==> src/rtl/oven_led_pkg.sv <==
// Shared types for the oven front-panel LED driver: request encodings and FSM states.
package oven_led_pkg;

    localparam int MODE_W = 3;

    typedef enum logic [MODE_W-1:0] {
        MODE_OFF   = 3'd0,
        MODE_ON    = 3'd1,
        MODE_SLOW  = 3'd2,
        MODE_FAST  = 3'd3,
        MODE_BURST = 3'd4
    } led_mode_e;

    typedef enum logic [2:0] {
        ST_OFF   = 3'd0,
        ST_ON    = 3'd1,
        ST_SLOW  = 3'd2,
        ST_FAST  = 3'd3,
        ST_BURST = 3'd4
    } led_state_e;

endpackage

==> src/rtl/led_phase_timer.sv <==
// Down-counter shared by all blink/burst states: pulses expire when the count reaches 1,
// then reloads itself with the last loaded value. A count of 0 means idle.
module led_phase_timer #(
    parameter int CNT_W = 16
) (
    input  logic             clk,
    input  logic             reset,
    input  logic             load,
    input  logic [CNT_W-1:0] load_val,
    output logic             expire
);

    logic [CNT_W-1:0] count_q;
    logic [CNT_W-1:0] reload_q;

    assign expire = (count_q == CNT_W'(1));

    always_ff @(posedge clk or posedge reset) begin
        if (reset) begin
            count_q  <= '0;
            reload_q <= '0;
        end else if (load) begin
            count_q  <= load_val;
            reload_q <= load_val;
        end else if (expire) begin
            count_q  <= reload_q;
        end else if (count_q != '0) begin
            count_q  <= count_q - CNT_W'(1);
        end
    end

endmodule

==> src/rtl/oven_led_driver.sv <==
// Front-panel LED waveform generator: OFF/ON/slow blink/fast blink/counted burst,
// with a registered led output that changes on the accepting edge.
module oven_led_driver
    import oven_led_pkg::*;
#(
    parameter int SLOW_HALF = 50,
    parameter int FAST_HALF = 10,
    parameter int CNT_W     = 16,
    parameter int BURST_W   = 4
) (
    input  logic               clk,
    input  logic               reset,
    input  logic               mode_valid,
    input  logic [MODE_W-1:0]  mode,
    input  logic [BURST_W-1:0] burst_count,
    output logic               mode_ready,
    output logic               led,
    output logic               busy,
    output logic               done,
    output logic [2:0]         dbg_state
);

    // Handshake: a request transfers on a clk edge where mode_valid && mode_ready;
    // mode and burst_count are sampled on that edge. mode_ready is low only during a
    // burst, and the requester must hold mode_valid (and its payload) until transfer.

    led_state_e         state_q, state_d;
    logic               led_q, led_d;
    logic               done_q, done_d;
    logic [BURST_W-1:0] pulse_q, pulse_d;
    logic               tmr_load;
    logic [CNT_W-1:0]   tmr_val;
    logic               tmr_expire;
    logic               accept;

    assign mode_ready = (state_q != ST_BURST);
    assign busy       = (state_q == ST_BURST);
    assign led        = led_q;
    assign done       = done_q;
    assign dbg_state  = state_q;
    assign accept     = mode_valid && mode_ready;

    led_phase_timer #(.CNT_W(CNT_W)) u_timer (
        .clk      (clk),
        .reset    (reset),
        .load     (tmr_load),
        .load_val (tmr_val),
        .expire   (tmr_expire)
    );

    always_comb begin
        state_d  = state_q;
        led_d    = led_q;
        done_d   = 1'b0;
        pulse_d  = pulse_q;
        tmr_load = 1'b0;
        tmr_val  = '0;

        case (state_q)
            ST_SLOW, ST_FAST: begin
                if (tmr_expire) led_d = ~led_q;
            end
            ST_BURST: begin
                // led_q high = inside a pulse; the pulse counter only moves at the end of a low phase
                if (tmr_expire) begin
                    if (led_q) begin
                        led_d = 1'b0;
                    end else if (pulse_q <= BURST_W'(1)) begin
                        state_d  = ST_OFF;
                        done_d   = 1'b1;
                        tmr_load = 1'b1;
                    end else begin
                        pulse_d = pulse_q - BURST_W'(1);
                        led_d   = 1'b1;
                    end
                end
            end
            default: ;
        endcase

        if (accept) begin
            tmr_load = 1'b1;
            case (mode)
                MODE_ON: begin
                    state_d = ST_ON;
                    led_d   = 1'b1;
                end
                MODE_SLOW: begin
                    state_d = ST_SLOW;
                    led_d   = 1'b1;
                    tmr_val = CNT_W'(SLOW_HALF);
                end
                MODE_FAST: begin
                    state_d = ST_FAST;
                    led_d   = 1'b1;
                    tmr_val = CNT_W'(FAST_HALF);
                end
                MODE_BURST: begin
                    if (burst_count == '0) begin
                        state_d = ST_OFF;
                        led_d   = 1'b0;
                        done_d  = 1'b1;
                    end else begin
                        state_d = ST_BURST;
                        led_d   = 1'b1;
                        pulse_d = burst_count;
                        tmr_val = CNT_W'(FAST_HALF);
                    end
                end
                default: begin
                    state_d = ST_OFF;
                    led_d   = 1'b0;
                end
            endcase
        end
    end

    always_ff @(posedge clk or posedge reset) begin
        if (reset) begin
            state_q <= ST_OFF;
            led_q   <= 1'b0;
            done_q  <= 1'b0;
            pulse_q <= '0;
        end else begin
            state_q <= state_d;
            led_q   <= led_d;
            done_q  <= done_d;
            pulse_q <= pulse_d;
        end
    end

endmodule

==> config.mk <==
export PLATFORM = sky130hd
export DESIGN_NAME = oven_led_driver
export DESIGN_NICKNAME = d
export VERILOG_FILES = /design/src/rtl/oven_led_pkg.sv /design/src/rtl/led_phase_timer.sv /design/src/rtl/oven_led_driver.sv
export SDC_FILE = /design/constraint.sdc
export NUM_CORES = 1
export LEC_CHECK = 0
export CAP_MARGIN = 10
export CORE_AREA = 5 5 59 113
export DETAILED_ROUTE_END_ITERATION = 8
export DIE_AREA = 0 0 64 118
export PLACE_DENSITY = 0.58
export SLEW_MARGIN = 0
export SYNTH_ARGS = -nofsm -noshare
export SYNTH_HDL_FRONTEND = slang
export SYNTH_HIERARCHICAL = 1
export SYNTH_SLANG_ARGS = --single-unit
export TNS_END_PERCENT = 30
==> constraint.sdc <==
create_clock -name clk -period 4.09 [get_ports clk]
set_clock_uncertainty 0.2 [all_clocks]
set_input_delay 1.0225 -clock clk [delete_from_list [all_inputs] [get_ports clk]]
set_output_delay 1.0225 -clock clk [all_outputs]
set_load 0.05 [all_outputs]
==> summary.md, run 1 <==
| Metric | Value |
|---|---|
| DRC Markers | 0 |
| Static leakage | 1.278 nW |
| Clk sinks | between 40 and 50 |
| Clock-pin slew on the worst setup and hold paths | 60 ps |
| Hold crit path type | reg2reg |
| Antenna viol nets, final | 0 |
| Cell area after synthesis | 2360 sq um |
| Peak VDD IR | between 400 and 500 uV |
| CTS max path bufs | 2 |
| Reg area | just over 1000 sq um |
| Worst Hold Endpoint | u_timer/reload_q[0]$_DFFE_PP0P_ |
| Yosys Warn Count | 6 |
| Core outline area | 5709 sq um |
| Yosys top cell area share | 43.48% |
| Worst relative slew slack | 57.75% |
| Post-DP HPWL | 4463 microns |
| Area grow syn2layout | 18.13% |
| Final hold slack | ~320 ps |
| Initial DRC Count | 28 |
| Largest net degree at the start of global routing | 33 |
| GRT Resource Usage Total | 16.84% |
| N_diodes | 0 |
| Power Total | 1.267 mW |
| Tcrit/Tclk final | 81.49% |
| Initial Util | 41.33% |
| Nets | 311 |
| Vias | 1950 |
| Worst setup EP type | output pin |
| Sequential-to-total area share from yosys stat | 43.48% |
| Final WL | ~5800 microns |
| Startpoint types | flip-flop |
| EDFF count, synth | 0 |
| Fill cell count | 582 |
| Resize count post-CTS | 0 |
| Setup violations, final | 0 |
| Setup WS pre-CTS | 933.5 ps |
| Synth Register Bits | 41 |
| # rows | 39 |
| First-pass GRT wire length | 9818 microns |
| Die Footprint | 7552 sq um |
| Syn avg cell area | 8.905 sq um |
| Fmax | approximately 300 MHz |
| Final critical-path required period | about 3300 ps |
| Final Hold Vio Count | 0 |
| Largest fanout on the critical path | 6 |
| Final worst-path setup slack | 757.2 ps |
| Power Density | 454.6 nW/um^2 |
| Initial antenna violation count | 0 |
| First drt pass iteration count | 4 |
| CTS Buf Count | 5 |
| Port bufs | 16 |
| Clock root cell | clkbuf_16 |
| Fraction of registers with async set/reset | 100.0% |
| Setup bufs post-CTS | 0 |
| R2R depth | 13 |
| Via density | 5.447 |
| Reg2reg start | u_timer/count_q[1]$_DFFE_PP0P_ |
| Setup TNS after final layout | 0 ps |
| Synth cell count leaders | dfrtp_1, nand2_1, inv_1 |
| Remaining global-route overflow | 0 |
| Cell count after synthesis | 265 |
| TritonCTS clock tree | yes |
| # IOs | 17 |
| RSZ-0062 raised after global routing | false |
| Proportion of layout cells with a drive suffix above 1 | 9.764% |
| Worst Path Arrival | 2110 ps |
| R2R setup slack | 1000 ps |
| Die Height | 118 microns |
| Hold Startpoint | u_timer/reload_q[0]$_DFFE_PP0P_ |
| Leading area contributor after synthesis | dfrtp_1 |
| Skew-Pair Late Insertion Delay | 290 ps |
| Depth of the CTS H-tree | 2 |
| Count leader, synth | dfrtp_1 |
| Most used DFF post-synth | dfrtp_1 |
| Placed cell count | 350 |
| Number of global-route vias before repair | 2106 |
| FF-to-FF End | u_timer/count_q[1]$_DFFE_PP0P_ |
| Crit Path Class | reg2out |
| Non-filler cells, final | 358 |
| Worst-Margin Slew | about 630 ps |
| Status | completed |
| Routed wire length per instance | 16.08 microns |
| RD Place Congestion | 0.7951 |
| Worst hold stages | 1 |
| Netlist cell types | 60 |
| Number of max-cap violations | 0 |
| Required @ worst endpoint | about 2900 ps |
| Multi-input gate area | approximately 1200 sq um |
| Fin. max-slew vios | 0 |
| Hold buffers post-CTS | 0 |
| Area contributors post-synth | dfrtp_1, o21ai_0, nand2_1 |
| Die Wd | ~64 microns |
[state kept, by name, summed over array words and instances (netlist names)]
| name | cells |
|---|---|
| u_timer/count_q | 16 |
| u_timer/reload_q | 16 |
| pulse_q | 4 |
| dbg_state | 3 |
| done | 1 |
| led | 1 |
[where the power goes]
part / switching [mW] / leakage [nW] / internal, mW / total (mW)
clock network: 0.162 / 0.0799 / 0.258 / 0.420
logic: 0.176 / 0.687 / 0.133 / 0.309
registers: 0.0724 / 0.511 / 0.466 / 0.538
total: 0.410 / 1.28 / 0.857 / 1.27
[through the flow]
step	instance area, sq um	util (%)
after floorplan	2405	-
after global placement	2630	46.07
after detailed placement	2630	46.07
after CTS	2788	48.83
after global routing	2788	48.83
final	2788	48.83
[how the worst max path moves through the flow]
stage / startpoint / endpoint
after floorplan: u_timer/count_q[1]$_DFFE_PP0P_ / u_timer/reload_q[0]$_DFFE_PP0P_
after global placement: mode_valid / u_timer/count_q[1]$_DFFE_PP0P_
after detailed placement: u_timer/count_q[1]$_DFFE_PP0P_ / u_timer/count_q[1]$_DFFE_PP0P_
after CTS: dbg_state[0]$_DFFE_PP0P_ / busy
after global routing: u_timer/count_q[8]$_DFFE_PP0P_ / u_timer/count_q[1]$_DFFE_PP0P_
final: dbg_state[0]$_DFFE_PP0P_ / busy
[cell families (layout without fill, tap and decap cells)]
logic type	count (synthesis)	after routing	share of synthesized area, %
compound gates	71	71	19.30
simple gates	97	97	22.59
mux	4	4	1.750
fa+ha+maj	5	5	2.651
xor+xnor	10	10	3.711
buf+inv	36	56	6.363
other cells	1	13	0.1589
flops	41	41	43.48
[routing by layer]
layer  GRT usage [%]  part of all wire, %  up-vias  routed length [microns]
li1                -                    -      975                        -
met1           14.72                   33      934                     1889
met4           9.103                  4.0        0                      231
met5               0                    0        -                        0
met3           4.298                  3.1       14                      179
met2           32.49                   60       27                     3455
[cell usage in the layout (no fill, tap or decap), drive strengths merged, types with 3 or more instances in the layout]
master,count
inv,27
nor2b,3
a31oi,3
nor2,26
nor3,7
dfrtp,41
nand4,3
buf,5
ha,5
conb,13
or4,5
or3b,3
a21o,3
o21ai,30
o31ai,4
clkbuf,7
nand4b,3
a22oi,3
clkdlybuf4s50,16
a21oi,10
xor2,5
nor4,4
xnor2,5
a211o,3
mux2i,3
nand2,30
[critical path: stages (launching register included)]
cell and delay, ps:
dfrtp_1 420, or3b_1 490, inv_1 110, clkdlybuf4s50_1 800
[cell type report]
| cell class | instances | area share [%] |
|---|---|---|
| tap | 61 | 2.738 |
| inverter | 27 | 3.636 |
| multi-input combinational | 200 | 44.08 |
| clock inverter | 1 | 0.1795 |
| timing repair buffer | 21 | 7.092 |
| clock buffer | 7 | 5.476 |
| sequential | 41 | 36.80 |
(Power assumes the default switching activity.)
==> inputs of run 2 (changes only) <==
Settings changed: PLACE_DENSITY 0.58 to 0.6.
Clock period 4.09 ns to 2.8 ns, I/O delays scaled along.
==> run 2 against run 1 <==
Compared with the run above: total power grew 56%; flip-flop and latch count did not move; final cell count grew 4.2%; combinational power grew 69%; register-to-register slack worse by 780 ps; setup slack got worse by 560 ps; die area unchanged; sequential power rose by 43%; routed wire length is 1.8% higher; first-iteration DRC count grew 110%; count of clock-buffer cells in the layout decreased by 1; critical endpoint is now mode_ready; largest cell class unchanged; highest routed layer unchanged.
==> summary.md, run 2 (synthesis results as in run 1) <==
| Metric | Value |
|---|---|
| Status | completed |
| RD Place Congestion | 0.8084 (+1.7%) |
| Initial DRC Count | 58 (+110%) |
| Reg area | 1026 sq um (unchanged) |
| Final critical-path required period | 2599 ps |
| Worst hold stages | 1 (unchanged) |
| Area grow syn2layout | 25.29% |
| Hold crit path type | reg2reg |
| Worst-Margin Slew | 516.5 ps (-111.4 ps) |
| Startpoint types | flip-flop |
| Nets | 326 (+4.8%) |
| Number of global-route vias before repair | 2131 (+1.2%) |
| DRC Markers | 0 (unchanged) |
| Port bufs | 16 (unchanged) |
| R2R depth | 10 (-3) |
| Via density | 5.370 (-1.4%) |
| Worst Path Buf+Inv | 1 (-1) |
| Crit Path Class | reg2out |
| Required @ worst endpoint | 1900 ps (-970 ps) |
| Post-DP HPWL | 4551 microns (+2.0%) |
| CP max stage cell | or3b_1 |
| # IOs | 17 (unchanged) |
| Setup TNS after final layout | 0 ps (unchanged) |
| CP Cell Sequence | or3b_1 -> dlygate4sd2_1 |
| Clock-pin slew on the worst setup and hold paths | 60 ps (about the same) |
| CTS Buf Count | 5 (unchanged) |
| Worst relative slew slack | 65.46% (+7.7 points) |
| TritonCTS clock tree | yes |
| Placed cell count | 365 (+4.3%) |
| Static leakage | 1.363 nW (+6.7%) |
| Met3 Wirelength | 134 microns (-25%) |
| GRT Resource Usage Total | 16.85% (about the same) |
| Largest net degree at the start of global routing | 33 (unchanged) |
| Largest fanout on the critical path | 6 (unchanged) |
| Largest stage delay, worst path | 500 ps (-300 ps) |
| # rows | 39 (unchanged) |
| Peak VDD IR | 689.1 uV (+43%) |
| Power Density | 668.1 nW/um^2 (+47%) |
| Multi-input gate area | 1245 sq um (+1.3%) |
| Fin. max-slew vios | 0 (unchanged) |
| Core outline area | 5709 sq um (unchanged) |
| Antenna viol nets, final | 0 (unchanged) |
| Final Hold Vio Count | 0 (unchanged) |
| RSZ-0062 raised after global routing | false |
| Fill cell count | 551 (-5.3%) |
| Vias | 2003 (+2.7%) |
| Clk sinks | 41 (unchanged) |
| Setup bufs post-CTS | 0 (unchanged) |
| Highest metal used | met4 |
| First-pass GRT wire length | 9742 microns (-0.77%) |
| First drt pass iteration count | 4 (unchanged) |
| Initial antenna violation count | 0 (unchanged) |
| Skew-Pair Late Insertion Delay | 290 ps (about the same) |
| Wl on met1 | 1921 microns (+1.7%) |
| Routed wire length per instance | 15.71 microns (-2.3%) |
| Tcrit/Tclk final | slightly above 90% |
| Number of max-cap violations | 0 (unchanged) |
| Routed wl met2 | 3520 microns (+1.9%) |
| Power Total | 1.975 mW (+56%) |
| Critical path depth | 2 (-1) |
| Most frequent cells in the layout | dfrtp_1, nand2_1, inv_1, nor2_1, o21ai_0 |
| Fmax | 384.7 MHz |
| Setup violations, final | 0 (unchanged) |
| Die Wd | 64 microns (unchanged) |
| Final WL | 5861 microns (+1.8%) |
| Worst setup EP type | output pin |
| Most common cell after layout, fill and taps aside | dfrtp_1 |
| N_diodes | 0 (unchanged) |
| Die Footprint | 7552 sq um (unchanged) |
| Clock root cell | clkbuf_16 |
| Proportion of layout cells with a drive suffix above 1 | 15.06% (+5.3 points) |
| Worst Path Arrival | 1700 ps (-410 ps) |
| Top Registers | u_timer/count_q: 16 flops, u_timer/reload_q: 16 flops, pulse_q: 4 flops |
| Initial Util | 41.33% (unchanged) |
| Non-filler cells, final | 373 (+4.2%) |
| Remaining global-route overflow | 0 (unchanged) |
| Depth of the CTS H-tree | 2 (unchanged) |
| Crit path max-delay family | simple AND/OR/NAND/NOR gates |
| CTS max path bufs | 2 (unchanged) |
| Die Height | 118 microns (unchanged) |
==> run 2: routing by layer <==
layer / GRT usage, % / vias up
li1: - / 1014
met5: 0 / -
met3: 3.056 / 16
met4: 10.79 / 0
met2: 32.56 / 33
met1: 14.68 / 940
==> run 2: worst paths after layout <==
check | slack (ps) | endpoint | start
min in group asynchronous | 520 | led$_DFFE_PP0P_ | reset
hold / removal | 320 | u_timer/reload_q[0]$_DFFE_PP0P_ | u_timer/reload_q[0]$_DFFE_PP0P_
setup reg to reg | 220 | u_timer/count_q[11]$_DFFE_PP0P_ | u_timer/count_q[1]$_DFFE_PP0P_
max in group asynchronous | 1470 | u_timer/count_q[12]$_DFFE_PP0P_ | reset
hold reg to reg | 320 | u_timer/reload_q[0]$_DFFE_PP0P_ | u_timer/reload_q[0]$_DFFE_PP0P_
setup / recovery | 200 | mode_ready | dbg_state[0]$_DFFE_PP0P_
==> run 2: area by class of cell <==
cell class                 instances  share of cell area [%]
clock buffer                       6                   4.697
clock inverter                     2                   1.270
inverter                          27                   3.428
multi-input combinational        200                   42.11
sequential                        41                   34.70
tap                               61                   2.581
timing repair buffer              36                   11.21
==> run 2: power by group <==
| group | switching (mW) | total (mW) | internal, mW |
|---|---|---|---|
| combinational | 0.280 | 0.522 | 0.241 |
| sequential | 0.0907 | 0.771 | 0.680 |
| clock | 0.238 | 0.683 | 0.445 |
| total | 0.610 | 1.98 | 1.37 |
==> run 2: what timing repair did <==
| item | 4_1_cts | 5_1_grt |
|---|---|---|
| endpoints found under the setup margin | 1 | 0 |
| hold buffers | 0 | 0 |
| gates resized for setup | 1 | 0 |
| endpoints found under the hold margin | 0 | 0 |
==> run 2: metrics by stage <==
step | setup WS [ps] | utilization [%] | cell area, sq um | hold slack (ps)
5_1_grt | 52.89 | 51.79 | 2957 | 338.7
3_3_place_gp | 195.8 | 48.72 | 2781 | 311.3
3_5_place_dp | 201.4 | 48.72 | 2781 | 311.7
2_1_floorplan | 47.88 | - | 2432 | 281.2
4_1_cts | 187.5 | 51.79 | 2957 | 325.7
6_report | 200.5 | 51.79 | 2957 | 317.0
==> inputs of run 3 (changes only) <==
Settings changed: CORE_AREA 5 5 59 113 to 2 2 56 110, DIE_AREA 0 0 64 118 to 0 0 58 112.
==> run 3 against run 2 <==
Compared with the run above: routed wire length is 1.6% higher; count of clock-buffer cells in the layout is 1 lower; final cell count is 0.80% higher; global-route usage is 4.3 points higher; setup slack better by 6.2 ps; combinational power hardly changed; critical path depth stayed put; via count is 1.8% higher; critical path type unchanged.
==> summary.md, run 3 (synthesis results as in run 1) <==
| Metric | Value |
|---|---|
| N_diodes | 0 (unchanged) |
| Required @ worst endpoint | 1900 ps (about the same) |
| Vias | 2040 (+1.8%) |
| Placed cell count | 368 (+0.82%) |
| Placed Area | 2791 sq um (+0.36%) |
| Skew-Pair Late Insertion Delay | 290 ps (about the same) |
| Sw Pwr | 0.6112 mW (+0.27%) |
| Most frequent cells in the layout | dfrtp_1, nand2_1, inv_1, nor2_1 |
| Number of max-cap violations | 0 (unchanged) |
| Proportion of layout cells with a drive suffix above 1 | 15.87% (+0.81 points) |
| Largest stage delay, worst path | 510 ps (about the same) |
| Peak VDD IR | 534.8 uV (-22%) |
| Final Hold Vio Count | 0 (unchanged) |
| Final critical-path required period | 2593 ps (-6.243 ps) |
| Final WL | 5952 microns (+1.6%) |
| Setup bufs post-CTS | 0 (unchanged) |
| Final instance area | 2980 sq um (+0.80%) |
| Fmax | 385.6 MHz (+0.24%) |
| Worst Path Buf+Inv | 1 (unchanged) |
| Hold buffers post-CTS | 0 (unchanged) |
| Initial antenna violation count | 0 (unchanged) |
| Die Footprint | 6496 sq um (-14%) |
| Largest net degree at the start of global routing | 33 (unchanged) |
| Worst-Margin Slew | 498.4 ps (-18.13 ps) |
| Remaining global-route overflow | 0 (unchanged) |
| First drt pass iteration count | 4 (unchanged) |
| Antenna viol nets, final | 0 (unchanged) |
| Setup TNS after final layout | 0 ps (unchanged) |
| # IOs | 17 (unchanged) |
| Initial Util | 41.69% (+0.36 points) |
| TritonCTS clock tree | yes |
| First-pass GRT wire length | 10340 microns (+6.1%) |
| CTS max path bufs | 2 (unchanged) |
| GRT Resource Usage Total | 21.15% (+4.3 points) |
| Port bufs | 16 (unchanged) |
| Reg area | 1026 sq um (unchanged) |
| Routed wire length per instance | 15.83 microns (+0.74%) |
| Initial DRC Count | 52 (-10%) |
| Worst relative slew slack | 66.67% (+1.2 points) |
| Clock-pin slew on the worst setup and hold paths | 60 ps (about the same) |
| RD Place Congestion | 0.9135 (+13%) |
| Status | completed |
| Multi-input gate area | 1245 sq um (unchanged) |
| # rows | 39 (unchanged) |
| Startpoint types | flip-flop |
| Clock power frac | 36.6% (+2.0 points) |
| Die Wd | 58 microns (-9.4%) |
| Pint | 1.427 mW (+4.5%) |
| CP Cell Sequence | or3b_1 -> dlygate4sd2_1 |
| Worst setup EP type | output pin |
| RSZ-0062 raised after global routing | false |
| DRC Markers | 0 (unchanged) |
| Nets | 329 (+0.92%) |
| Comb pwr share | 25.4% (-1.0 points) |
| Static leakage | 1.384 nW (+1.5%) |
| Non-filler cells, final | 376 (+0.80%) |
| CTS Buf Count | 5 (unchanged) |
| Power Total | 2.039 mW (+3.2%) |
| Clk sinks | 41 (unchanged) |
| Largest fanout on the critical path | 6 (unchanged) |
| Post-DP HPWL | 4616 microns (+1.4%) |
| Number of global-route vias before repair | 2268 (+6.4%) |
| Crit path max-delay family | simple AND/OR/NAND/NOR gates |
| CP max stage cell | or3b_1 |
| Depth of the CTS H-tree | 2 (unchanged) |
| Fill cell count | 534 (-3.1%) |
| Hold crit path type | reg2reg |
| Fin. max-slew vios | 0 (unchanged) |
| Die Height | 112 microns (-5.1%) |
| Core outline area | 5660 sq um (-0.85%) |
| Most common cell after layout, fill and taps aside | dfrtp_1 |
| Sequential power share | 38.0% (-1.0 points) |
| Area grow syn2layout | 26.30% |
| Via density | 5.426 (+1.0%) |
| Crit Path Class | reg2out |
| Tcrit/Tclk final | 92.62% (-0.22 points) |
| Worst Path Arrival | 1690 ps (about the same) |
| Setup violations, final | 0 (unchanged) |
| Clock root cell | clkbuf_16 |
| Resize count post-CTS | 1 (unchanged) |
| Power Density | 684.0 nW/um^2 (+2.4%) |
| Sw Share | 29.98% (-0.88 points) |
| Top Registers | u_timer/count_q: 16 flops, u_timer/reload_q: 16 flops, pulse_q: 4 flops |
[run 3: per-stage QoR]
stage          setup slack (ps)  util [%]  hold slack [ps]
2_1_floorplan             47.88         -            281.2
3_3_place_gp              165.5     49.31            304.3
3_5_place_dp              145.5     49.31            300.7
4_1_cts                   185.4     52.65            314.0
5_1_grt                   54.40     52.65            336.7
6_report                  206.7     52.65            321.6
[run 3: worst paths after layout]
| path | cells after the start | slack [ps] | start | endpoint |
|---|---|---|---|---|
| worst max-delay path | 2 | 210 | dbg_state[0]$_DFFE_PP0P_ | mode_ready |
| worst min-delay path | 1 | 320 | u_timer/reload_q[0]$_DFFE_PP0P_ | u_timer/reload_q[0]$_DFFE_PP0P_ |
| worst max register to register | 10 | 310 | u_timer/count_q[1]$_DFFE_PP0P_ | u_timer/count_q[11]$_DFFE_PP0P_ |
| worst min register to register | 1 | 320 | u_timer/reload_q[0]$_DFFE_PP0P_ | u_timer/reload_q[0]$_DFFE_PP0P_ |
| max in group asynchronous | 3 | 1450 | reset | u_timer/reload_q[6]$_DFFE_PP0P_ |
| min in group asynchronous | 2 | 530 | reset | led$_DFFE_PP0P_ |
[run 3: worst reg2reg max path, cell delays in order, from the launching register on]
cell and delay [ps]:
dfrtp_1 370, inv_1 70, ha_1 150, nor4b_1 240
nand4_1 170, inv_2 120, nand4bb_4 110, o31a_1 310
inv_1 230, nand2b_2 290, o21ai_0 120
[run 3: routing by layer]
metal  track usage (%)  vias to the layer above  wire length [microns]
met3             3.484                       14                    125
met1             19.64                      976                   2037
met2             41.36                       32                   3591
met4             10.39                        0                    198
li1                  -                     1018                      -
met5                 0                        -                      0
[run 3: area by class of cell]
type	instances	share of cell area (%)
Clock buffer	5	4.198
Clock inverter	3	2.183
Tap cell	61	2.561
Inverter	27	3.400
Multi-Input combinational cell	200	41.77
Timing Repair Buffer	39	11.46
Sequential cell	41	34.42
[run 3: power groups by stage]
| stage | combinational (mW) | sequential (mW) | clock [mW] |
|---|---|---|---|
| after global placement | 0.513 | 0.780 | 0 |
| after detailed placement | 0.517 | 0.782 | 0 |
| after floorplan | 0.324 | 0.792 | 0 |
| final | 0.519 | 0.774 | 0.746 |
| after CTS | 0.520 | 0.774 | 0.757 |
| after global routing | 0.582 | 0.789 | 0.780 |
==> RTL edit 1, RTL diff (flow settings as in run 2) <==
Reset style: synchronous (`reset`), changed in 2 clocked blocks.
--- a/src/rtl/led_phase_timer.sv
+++ b/src/rtl/led_phase_timer.sv
@@ -15,7 +15,7 @@
 
     assign expire = (count_q == CNT_W'(1));
 
-    always_ff @(posedge clk or posedge reset) begin
+    always_ff @(posedge clk) begin
         if (reset) begin
             count_q  <= '0;
             reload_q <= '0;
--- a/src/rtl/oven_led_driver.sv
+++ b/src/rtl/oven_led_driver.sv
@@ -115,7 +115,7 @@
         end
     end
 
-    always_ff @(posedge clk or posedge reset) begin
+    always_ff @(posedge clk) begin
         if (reset) begin
             state_q <= ST_OFF;
             led_q   <= 1'b0;
Formal check against the unedited RTL: differs if reset is asserted again (counterexample within 4 cycles, from zero or initial values and one cycle with reset high); with reset held inactive, the same outputs for 10 cycles.
==> RTL edit 1 against run 2 <==
- via count up 3.1%
- hold slack worse by 0.046 ns
- first-iteration DRC count down 10%
- design area down 5.8%
- setup slack improved by 0.024 ns
- sequential cell count stayed put
- total power fell by 15%
- synthesized area down 3.3%
- clock power decreased by 16%
- routed wire length down 1.6%
- critical path depth grew 10
- critical endpoint is now u_timer/count_q[1]
==> RTL edit 1: results (changes against run 2) <==
diode count=0 (unchanged); Root Buffer=clkbuf_16; synth unique cells=61 (+1.7%); biggest regs=u_timer/count_q (16), u_timer/reload_q (16), pulse_q (4); Hold Slack=0.271 ns (-0.0464 ns); Async S/R FF share, synth=0 (-1.00); vias in the first global route=2069 (-2.9%); Hold Path Depth=2 (+1); initial antenna violation count=0 (unchanged); worst min path class=reg2reg; Worst-path clk slew=0.06 ns (about the same); Seq/Total Area, Yosys=0.360 (-0.0749); gpl congestion=0.788 (-2.6%); Hold Crit Start=u_timer/reload_q[5]; dpl ws=0.0976 ns (-0.104 ns); DR pass1 iterations=4 (unchanged); fin nets=318 (-2.5%); share of post-route cells with drive strength above 1=0.178 (+0.0276); outcome=completed; most frequent cells after synthesis=dfxtp_1, nand2_1, a21oi_1; most area-consuming cells after synthesis=dfxtp_1, a21oi_1, nand2b_1, nand2_1, o32ai_1; CTS buffer count=5 (unchanged); Pleak=0.00108 uW (-21%); Reg-to-Reg End=u_timer/count_q[1]; largest net degree at the start of global routing=23 (-30%); fillers=552 (+0.18%); Synthesis Warnings=6 (unchanged); worst path arrival time=2.55 ns (+0.85 ns); via density per instance=5.68 (+5.7%); CP Max Fanout=22 (+16); clk buf depth=2 (unchanged); GRT Util Overall=0.167 (-0.00170); final std cells w/o fill=364 (-2.4%); Port Buffer Count=16 (unchanged); Worst Hold End=u_timer/reload_q[5]; post-DP HPWL=4.38 mm (-3.8%); Post-Route WL=5.77 mm (-1.6%); Max VDD drop=0.000760 V (+10%); Reg-to-Reg Start=u_timer/count_q[1]; FF-to-FF path depth=12 (+2); Slew headroom=0.593 (-0.0618); first-pass GRT wire length=9.84 mm (+1.0%); Clk Latency, worst-skew pair=0.29 ns (about the same); Cells after Synth=266 (+0.38%); DRT iter0 DRCs=52 (-10%); Reg2Reg Setup Slack=0.22 ns; # H-tree levels=2 (unchanged)
-- RTL edit 1: cell type report --
| cell class | instances | area [um^2] | area share |
|---|---|---|---|
| Tap cell | 61 | 76.3 | 0.0274 |
| Clock buffer | 7 | 143 | 0.0512 |
| Timing Repair Buffer | 33 | 290 | 0.104 |
| Multi-Input combinational cell | 213 | 1420 | 0.510 |
| Sequential cell | 41 | 821 | 0.295 |
| Inverter | 9 | 33.8 | 0.0121 |
-- RTL edit 1: critical path, stage by stage (launching register included) --
cell and delay (ns):
dfxtp_1 0.31, inv_1 0.08, ha_1 0.19, nor3b_2 0.25
nand4_4 0.13, inv_2 0.11, nand4bb_4 0.10, or3_1 0.34
nand2_1 0.13, buf_4 0.24, nand2b_1 0.16, mux2_2 0.15
a31oi_1 0.08
-- RTL edit 1: through the flow --
step	area (um^2)	power [uW]
floorplan	2360	997
global placement	2640	1110
detailed placement	2640	1110
CTS	2780	1700
global route	2790	1770
finish	2790	1680
-- RTL edit 1: layer usage --
| metal | vias up | part of all wire | global-route usage |
|---|---|---|---|
| met5 | - | 0 | 0 |
| met4 | 0 | 0.029 | 0.0845 |
| met3 | 11 | 0.031 | 0.0334 |
| met2 | 34 | 0.60 | 0.322 |
| met1 | 974 | 0.34 | 0.155 |
| li1 | 1047 | - | - |
-- RTL edit 1: what timing repair did --
item,4_1_cts,5_1_grt
endpoints found under the setup margin,0,1
buffers inserted,0,0
hold buffers,0,0
resized for setup,0,1
-- RTL edit 1: kinds of logic (layout without fill, tap and decap cells) --
group | count (synthesis) | after routing | synth area share
compound gates | 66 | 66 | 0.209
simple gates | 121 | 121 | 0.314
flops | 41 | 41 | 0.360
fa+ha+maj | 5 | 5 | 0.0274
other cells | 1 | 12 | 0.00164
mux | 5 | 5 | 0.0241
xor+xnor | 4 | 4 | 0.0154
buf+inv | 23 | 49 | 0.0483
-- RTL edit 1: how the worst max path moves through the flow --
stage                       start            endpoint  slack, ns  cells after the start
5_1_grt        u_timer/count_q[1]  u_timer/count_q[4]       0.04                     12
6_report       u_timer/count_q[1]  u_timer/count_q[1]       0.22                     12
3_5_place_dp           mode_valid  u_timer/count_q[0]        0.1                      7
3_3_place_gp              mode[0]          pulse_q[0]       0.09                      5
4_1_cts              dbg_state[0]                busy       0.08                      4
2_1_floorplan  u_timer/count_q[5]  u_timer/count_q[4]     -0.004                     11
-- RTL edit 1: report_power, final --
group / internal, uW / total, uW / switching (uW)
Sequential: 629 / 677 / 48.4
Combinational: 189 / 430 / 241
Clock: 350 / 572 / 222
==> RTL edit 2, RTL diff (flow settings as in run 2) <==
Without the edit above. `BURST_W`: 4 -> 3.
--- a/src/rtl/oven_led_driver.sv
+++ b/src/rtl/oven_led_driver.sv
@@ -6,7 +6,7 @@
     parameter int SLOW_HALF = 50,
     parameter int FAST_HALF = 10,
     parameter int CNT_W     = 16,
-    parameter int BURST_W   = 4
+    parameter int BURST_W   = 3
 ) (
     input  logic               clk,
     input  logic               reset,
Ports: changed (resized burst_count); port bits go from 17 to 16. No check against the original RTL was run, so the function may have changed too.
==> RTL edit 2 against run 2 <==
- first-iteration DRC count grew 6.9%
- total power shrank 6.7%
- synthesized cell count shrank 3.0%
- synthesized area grew 0.32%
- combinational power shrank 1%
- design area shrank 0.25%
- sequential cell count shrank 1
- setup slack gained 0.016 ns
- routed wire length shrank 3.7%
- via count shrank 4.1%
- maximum frequency grew 0.63%
- critical path type is now reg2reg
- critical endpoint is now u_timer/count_q[0]
- largest power group unchanged
==> RTL edit 2: results (changes against run 2) <==
CP Max Fanout=13 (+7); CP max stage cell=or4b_4; most frequent cells after synthesis=dfrtp_1, inv_1, nand2_1, nor2_1, o21ai_0; kind of critical path=reg2reg; synth unique cells=67 (+12%); final std cells w/o fill=364 (-2.4%); worst path arrival time=2.59 ns (+0.89 ns); crit path to=u_timer/count_q[0]; Port Buffer Count=15 (-1); Cells after Synth=257 (-3.0%); initial antenna violation count=0 (unchanged); most area-consuming cells after synthesis=dfrtp_1, o21ai_0, inv_1, nand2_1, nor2_1; Async S/R FF share, synth=1.00 (unchanged); share of post-route cells with drive strength above 1=0.175 (+0.0243); Congestion Overflow GR=0 (unchanged); Synthesis Warnings=6 (unchanged); Reg-to-Reg Start=u_timer/count_q[1]; first-pass GRT wire length=9.83 mm (+0.92%); Placed Area=2760 um^2 (-0.76%); outcome=completed; Max VDD drop=0.000665 V (-3.5%); post-DP HPWL=4.44 mm (-2.5%); fin nets=316 (-3.1%); largest net degree at the start of global routing=33 (unchanged); Post-Route WL=5.65 mm (-3.7%); Root Buffer=clkbuf_16; via density per instance=5.28 (-1.7%); Seq/Total Area, Yosys=0.423 (-0.0119); DRT iter0 DRCs=62 (+6.9%); family with the most delay on the worst path=simple AND/OR/NAND/NOR gates; FF-to-FF path depth=11 (+1); Pleak=0.00132 uW (-3.1%); biggest regs=u_timer/count_q (16), u_timer/reload_q (16); gpl congestion=0.823 (+1.8%); max incr delay on CP=0.54 ns (+0.04 ns); GRT Util Overall=0.167 (-0.00167); vias in the first global route=2052 (-3.7%); Worst-Margin Slew=0.540 ns (+0.0239 ns); clk buf depth=2 (unchanged)
RTL edit 2: cell types whose count changed after synthesis, sizes merged, moves of 2 or more:
cell,delta
nand2b,+2
o2bb2ai,+3
mux2,+2
a21oi,+2
o21ai,-3
nand2,-4
mux2i,-2
a21o,-2
RTL edit 2: final cells by class:
class	instances	area [um^2]
clock buffers	8	146
multi-input cells	194	1300
repair buffers	35	325
inverters	26	97.6
fillers	551	2760
well taps	61	76.3
flip-flops and latches	40	1000
RTL edit 2: per-layer routing:
| layer | share of wire | up-vias | global-route usage |
|---|---|---|---|
| met5 | 0 | - | 0 |
| met4 | 0.021 | 0 | 0.0728 |
| met3 | 0.020 | 8 | 0.0277 |
| met2 | 0.61 | 21 | 0.326 |
| met1 | 0.35 | 908 | 0.160 |
| li1 | - | 984 | - |
RTL edit 2: cell families (layout without fill, tap and decap cells):
logic type | count (synthesis) | count (layout) | synth area share
buf+inv | 35 | 69 | 0.0655
mux | 4 | 4 | 0.0185
flops | 40 | 40 | 0.423
simple gates | 92 | 92 | 0.231
xor+xnor | 10 | 10 | 0.0370
fa+ha+maj | 5 | 5 | 0.0264
other cells | 1 | 13 | 0.00158
compound gates | 70 | 70 | 0.197
RTL edit 2: how the worst min path moves through the flow:
stage,from,to,cells past startpoint
6_report,u_timer/reload_q[0],u_timer/reload_q[0],1
3_5_place_dp,u_timer/reload_q[0],u_timer/reload_q[0],1
2_1_floorplan,u_timer/reload_q[0],u_timer/reload_q[0],1
4_1_cts,u_timer/reload_q[0],u_timer/reload_q[0],1
3_3_place_gp,u_timer/reload_q[0],u_timer/reload_q[0],1
5_1_grt,u_timer/reload_q[0],u_timer/reload_q[0],1
RTL edit 2: worst reg2reg max path: stages, from the launching register on:
cell	delay, ns
dfrtp_1	0.41
inv_2	0.07
ha_1	0.18
nor4b_4	0.19
nand4_1	0.17
inv_2	0.12
nand4bb_4	0.11
or4b_4	0.54
nand2_8	0.14
buf_4	0.17
a31oi_1	0.05
a21oi_1	0.16
RTL edit 2: timing repair:
action / in CTS / in global routing
endpoints found under the setup margin: 0 / 31
gates resized for setup: 0 / 8
buffers inserted: 0 / 0
RTL edit 2: metrics by stage:
stage | hold WS (ns) | setup WS (ns)
finish | 0.312 | 0.217
global route | 0.340 | 0.00495
floorplan | 0.281 | -0.0752
CTS | 0.316 | 0.00906
detailed placement | 0.303 | 0.0245
global placement | 0.295 | 0.0797
RTL edit 2: report_power, final:
group | switching [uW] | leakage (uW) | internal [uW] | total, uW
logic | 280 | 0.000751 | 236 | 516
registers | 93.4 | 0.000498 | 662 | 756
clock network | 216 | 0.0000712 | 355 | 572
total | 589 | 0.00132 | 1250 | 1840
